[src/rtl/generic_2clk_fifo_rd_pkg.sv]
// generic_2clk_fifo_rd_pkg: shared FSM type, latency limits and buffer sizing for the FIFO read drain.
package generic_2clk_fifo_rd_pkg;
   typedef enum logic [1:0] {IDLE, RUN, STOP} drain_state_t;
   localparam int RD_LAT_MIN = 1;
   localparam int RD_LAT_MAX = 2;
   function automatic int depth_of(input int rd_latency);
      return rd_latency + 1;
   endfunction
endpackage

[src/rtl/generic_sync_skid_fifo.sv]
// generic_sync_skid_fifo: single-clock shift buffer; the head word lives directly in a register.
module generic_sync_skid_fifo
   import generic_2clk_fifo_rd_pkg::*;
#(
   parameter int DAT_WIDTH = 20,
   parameter int DEPTH     = 2
)(
   input  logic                         i_clk,
   input  logic                         i_rst,
   input  logic                         i_push,
   input  logic [DAT_WIDTH-1:0]         i_data,
   input  logic                         i_pop,
   output logic                         o_valid,
   output logic [DAT_WIDTH-1:0]         o_data,
   output logic [$clog2(DEPTH+1)-1:0]   o_occ,
   output logic                         o_ovf
);
   localparam int OW = $clog2(DEPTH + 1);
   logic [DEPTH-1:0][DAT_WIDTH-1:0] r_mem, w_mem_nxt;
   logic [OW-1:0] r_occ, w_wr_idx;
   logic w_full, w_pop, w_push_ok;
   assign w_full    = r_occ == OW'(DEPTH);
   assign w_pop     = i_pop & (r_occ != '0);
   assign w_push_ok = i_push & (~w_full | w_pop);
   assign w_wr_idx  = w_pop ? r_occ - OW'(1) : r_occ;
   // Popping shifts every slot down one; a push lands just above the surviving words.
   always_comb begin
      w_mem_nxt = w_pop ? r_mem >> DAT_WIDTH : r_mem;
      for (int i = 0; i < DEPTH; i++)
         if (w_push_ok && w_wr_idx == OW'(i)) w_mem_nxt[i] = i_data;
   end
   always_ff @(posedge i_clk or posedge i_rst)
      if (i_rst) begin
         r_mem <= '0;
         r_occ <= '0;
      end else begin
         r_mem <= w_mem_nxt;
         r_occ <= r_occ + OW'(w_push_ok) - OW'(w_pop);
      end
   assign o_valid = r_occ != '0;
   assign o_data  = r_mem[0];
   assign o_occ   = r_occ;
   assign o_ovf   = i_push & w_full & ~w_pop;
endmodule

[src/rtl/generic_2clk_fifo_rd_drain.sv]
// generic_2clk_fifo_rd_drain: pops the dual-clock FIFO read port and streams the words out as valid/ready.
module generic_2clk_fifo_rd_drain
   import generic_2clk_fifo_rd_pkg::*;
#(
   parameter int DAT_WIDTH  = 20,
   parameter int RD_LATENCY = 1,
   parameter int CNT_WIDTH  = 16
)(
   input  logic                  i_rd_clk,
   input  logic                  i_rd_reset,
   input  logic                  i_drain_en,
   input  logic                  i_rd_empty,
   input  logic                  i_rd_empty_err,
   input  logic [DAT_WIDTH-1:0]  i_rd_data,
   output logic                  o_rd_op,
   output logic                  o_out_valid,
   output logic [DAT_WIDTH-1:0]  o_out_data,
   input  logic                  i_out_ready,
   output logic                  o_busy,
   output logic                  o_err_sticky,
   input  logic                  i_err_clr,
   output logic [CNT_WIDTH-1:0]  o_rd_count
);
   localparam int DEPTH = depth_of(RD_LATENCY);
   localparam int OW    = $clog2(DEPTH + 1);
   localparam int SW    = OW + 2;
   if (RD_LATENCY < RD_LAT_MIN || RD_LATENCY > RD_LAT_MAX) begin : g_bad_lat
      $error("RD_LATENCY must be 1 or 2");
   end
   function automatic logic [SW-1:0] popcnt(input logic [RD_LATENCY-1:0] v);
      popcnt = '0;
      for (int i = 0; i < RD_LATENCY; i++) popcnt = popcnt + SW'(v[i]);
   endfunction
   drain_state_t r_state;
   logic [RD_LATENCY-1:0] r_vpipe, w_vpipe_nxt;
   logic [OW-1:0] w_occ;
   logic [SW-1:0] w_infl, w_infl_nxt, w_level;
   logic [CNT_WIDTH-1:0] r_count;
   logic r_err, w_valid, w_pop, w_rd_op, w_ovf;
   // Level seen by a new read: buffered plus in flight, less the word leaving this cycle.
   assign w_pop       = w_valid & i_out_ready;
   assign w_infl      = popcnt(r_vpipe);
   assign w_level     = SW'(w_occ) + w_infl - SW'(w_pop);
   assign w_rd_op     = r_state == RUN && w_level < SW'(DEPTH) && !i_rd_empty;
   assign w_vpipe_nxt = RD_LATENCY'({r_vpipe, w_rd_op});
   assign w_infl_nxt  = popcnt(w_vpipe_nxt);
   generic_sync_skid_fifo #(.DAT_WIDTH(DAT_WIDTH), .DEPTH(DEPTH)) u_buf (
      .i_clk   (i_rd_clk),
      .i_rst   (i_rd_reset),
      .i_push  (r_vpipe[RD_LATENCY-1]),
      .i_data  (i_rd_data),
      .i_pop   (w_pop),
      .o_valid (w_valid),
      .o_data  (o_out_data),
      .o_occ   (w_occ),
      .o_ovf   (w_ovf)
   );
   always_ff @(posedge i_rd_clk or posedge i_rd_reset)
      if (i_rd_reset) begin
         r_state <= IDLE;
         r_vpipe <= '0;
         r_count <= '0;
         r_err   <= 1'b0;
      end else begin
         r_vpipe <= w_vpipe_nxt;
         r_count <= r_count + CNT_WIDTH'(w_rd_op);
         r_err   <= i_rd_empty_err | w_ovf | (r_err & ~i_err_clr);
         case (r_state)
            IDLE:    if (i_drain_en) r_state <= RUN;
            RUN:     if (!i_drain_en) r_state <= (w_infl_nxt == '0) ? IDLE : STOP;
            STOP:    if (i_drain_en) r_state <= RUN;
                     else if (w_infl_nxt == '0) r_state <= IDLE;
            default: r_state <= IDLE;
         endcase
      end
   assign o_rd_op      = w_rd_op;
   assign o_out_valid  = w_valid;
   assign o_busy       = (r_state != IDLE) | w_valid;
   assign o_err_sticky = r_err;
   assign o_rd_count   = r_count;
endmodule

[config.mk]
export PLATFORM = sky130hd
export DESIGN_NAME = generic_2clk_fifo_rd_drain
export DESIGN_NICKNAME = d
export VERILOG_FILES = /design/src/rtl/generic_2clk_fifo_rd_pkg.sv /design/src/rtl/generic_sync_skid_fifo.sv /design/src/rtl/generic_2clk_fifo_rd_drain.sv
export SDC_FILE = /design/constraint.sdc
export NUM_CORES = 1
export LEC_CHECK = 0
export ABC_AREA = 1
export CORE_MARGIN = 5
export CORE_UTILIZATION = 66
export CTS_BUF_LIST = sky130_fd_sc_hd__clkbuf_4 sky130_fd_sc_hd__clkbuf_8
export DETAILED_ROUTE_END_ITERATION = 7
export DONT_BUFFER_PORTS = 1
export PLACE_DENSITY = 0.93
export SYNTH_ARGS = -nofsm -noshare
export SYNTH_HDL_FRONTEND = slang
export SYNTH_HIERARCHICAL = 1
export SYNTH_SLANG_ARGS = --single-unit
[constraint.sdc]
create_clock -name i_rd_clk -period 3.82 [get_ports i_rd_clk]
set_input_delay 0.191 -clock i_rd_clk [delete_from_list [all_inputs] [get_ports i_rd_clk]]
set_output_delay 0.191 -clock i_rd_clk [all_outputs]
set_load 0.005 [all_outputs]
==> run_results.csv <==
group,metric,value,unit
worst_setup_path,cp-end-kind,"flop",
cells_and_area,finish.utilization,76.3,%
worst_setup_path,worstSetupPathType,"reg -> reg",
timing,drv_slew,0,
power,power_density,607,nW/um2
worst_setup_path,worstSetupStartpointType,"flop",
cells_and_area,diodes,0,
timing,worstMarginPinSlew,736,ps
routing,dr.first_iter.drc_count,359,
synth,syn_nets,464,
synth,synthCells,430,
placed_design,port_buffers,0,
global_routing,global_route.usage.total,24.4,%
power,vdd_drop_max,424,uV
synth,yosysSeqAreaShare,46.6,%
worst_hold_path,hold_depth,4,
clock_network,cts_tree,"done",
worst_setup_path,timing.rr.start,"u_buf/o_occ[0]",
worst_setup_path,cp_slowest_cell,"fa_1",
clock_network,cts_buffer_depth,2,
global_routing,grt.overflow.total,0,
worst_setup_path,cpPeakStageDelay,450,ps
synth,syn_area,3330,um2
power,cellLeakagePower,2.02,nW
routing,drt_wl_total,7240,um
worst_setup_path,arrival,3650,ps
cells_and_area,drive_gt1_share,9.57,%
timing,max_slew_margin,50.8,%
worst_setup_path,crit_top_cell,"nand2_1",
global_routing,grt_pass1_wl,12300,um
worst_setup_path,cp.required,4040,ps
clock_network,numCtsBuffers,9,
global_routing,grt_pass1_vias,2750,
die,die_h,81.0,um
timing,fin_tns_setup,0,ps
clock_network,clk_latency,330,ps
worst_setup_path,worstPathMaxFanout,6,
routing,final_antenna_net_count,0,
placed_design,dp_hpwl,4590,um
clock_network,clk_pin_slew,60,ps
clock_network,root_buffer,"clkbuf_8",
die,ios,67,
timing,hold_violations,0,
worst_hold_path,hold_class,"in -> reg",
worst_setup_path,path_depth,18,
clock_network,h-tree-depth,3,
timing,finalSetupViolations,0,
flow_run,maxCapViolations,0,
cells_and_area,fin_nets,468,
worst_hold_path,hold_start,"i_rd_data[2]",
timing,max_freq,291,MHz
die,die-area,6570,um2
status,run_status,"finished, final reports clean",
synth,ys_ff_latch,62,
cells_and_area,mostFrequentLayoutCells,"158 x nand2_1, 61 x dfrtp_1, 51 x nand3_1",
routing,via_per_inst,5.52,
die,core_area,4820,um2
synth,synth_cell_types,25,
cells_and_area,areaGrowthSynthToFinish,10.4,%
worst_setup_path,path_cells,"inv_1 -> ha_1 -> inv_2 -> nand2_1 -> inv_2 -> nand2_1 -> a21oi_1 -> fa_1 -> or2_2 -> nor2_1 -> nand3_1 -> inv_2 -> ha_2 -> ha_1 -> nand2_1 -> nor2_4 -> nand2_1 -> xor2_1",
routing,drc_errors,0,
die,die_w,81.0,um
synth,ys_warn_count,6,
die,rows,25,
timing,grt_setup_unrepaired,"false",
timing,period_needed,3430,ps
synth,syn_area_per_cell,7.75,um2
worst_setup_path,cp_top_family,"simple AND/OR/NAND/NOR gates",
routing,wire_per_inst,14.3,um
global_routing,grt_max_degree,44,
worst_setup_path,r2r_cells,18,
global_routing,antenna_found_initial,0,
worst_setup_path,ff2ff_setup_slack,390,ps
cells_and_area,final_common_cell,"nand2_1",
worst_setup_path,crit_start,"u_buf/o_occ[0]",
timing,min_period_over_period,89.8,%
clock_network,cts_setup_buffers,0,
timing,skew,6.43,ps
routing,routed-via-count,2793,
routing,first_pass_iters,5,
die,start_util,69.1,%
placed_design,gp_congestion,0.830,
worst_setup_path,crit_buf_inv,4,
clock_network,cts.sinks,62,
-- synthesized netlist by cell type, drive strengths merged --
| cell | count | area (um2) |
|---|---|---|
| a21oi | 2 | 13.8 |
| nand2 | 161 | 612 |
| nand4 | 25 | 156 |
| ha | 6 | 75.1 |
| clkbuf | 2 | 7.51 |
| or3 | 1 | 6.26 |
| xnor2 | 3 | 26.3 |
| dfrtp | 62 | 1550 |
| nor2 | 19 | 91.3 |
| o21ai | 2 | 10.0 |
| a21boi | 1 | 7.51 |
| buf | 38 | 240 |
| xor2 | 9 | 78.8 |
| or2 | 1 | 6.26 |
| inv | 46 | 173 |
| fa | 1 | 20.0 |
| nand3 | 51 | 255 |
-- layer usage --
metal / vias up / global-route usage, % / wire length [um]
met5: - / 0 / 0
met4: 0 / 12.5 / 222
met3: 25 / 7.10 / 685
met2: 149 / 41.1 / 3510
met1: 1285 / 28.3 / 2830
li1: 1334 / - / -
-- report_power, final --
part           internal (mW)  switching, mW
Sequential             0.836          0.155
Combinational          0.227          0.471
Clock                  0.296          0.245
Total                   1.36          0.872
-- sequential cells by signal (all words and copies together), names as in the netlist --
signal and count:
r_state 2, u_buf/r_mem 20, o_rd_count 16, u_buf/o_occ 2, o_err_sticky 1, r_vpipe 1
u_buf/o_data 20
-- path summary, 6_finish.rpt --
| kind | endpoint |
|---|---|
| max in group asynchronous | o_rd_count[4] |
| min in group asynchronous | u_buf/o_occ[1] |
| min reg2reg | r_state[0] |
| max | o_rd_count[10] |
| min | u_buf/o_data[2] |
| max reg2reg | o_rd_count[10] |
-- cell type report --
| cell class | count | area [um2] |
|---|---|---|
| Sequential cell | 62 | 1550 |
| Multi-Input combinational cell | 282 | 1370 |
| Fill cell | 351 | 1140 |
| Timing Repair Buffer | 33 | 308 |
| Inverter | 46 | 173 |
| Clock buffer | 9 | 124 |
| Tap cell | 67 | 83.8 |
| Clock inverter | 7 | 65.1 |
-- cells by family (layout without fill, tap and decap cells) --
family                   after synthesis  count (layout)  share of synthesized area [%]
flip-flops                            62              62                           46.6
AND/OR/NAND/NOR                      258             258                           33.8
adder cells (fa/ha/maj)                7               7                           2.85
XOR/XNOR                              12              12                           3.16
AO/OA/AOI/OAI                          5               5                          0.939
buffers and inverters                 86              95                           12.6
-- tightest hold or removal path, stage by stage --
cell     delay, ps
inv_1           20
nand4_1         70
nand2_1         50
nand2_1         50
-- repair_timing --
action                                  4_1_cts  5_1_grt
hold buffers                                 24        0
hold endpoints to repair                     85        0
endpoints found under the setup margin        0        8
gates resized for setup                       0        6
-- stage by stage --
stage	total power, mW	hold WS, ps	area [um2]	worst slack, ps	instances
after global placement	1.64	236	3230	442	466
after detailed placement	1.66	237	3230	276	466
final	2.23	80.5	3680	389	506
after global routing	2.40	81.0	3680	34.1	506
after CTS	2.23	63.8	3660	216	506
after floorplan	1.62	155	3330	612	430
Note: power is estimated with default switching activity, not from simulation.
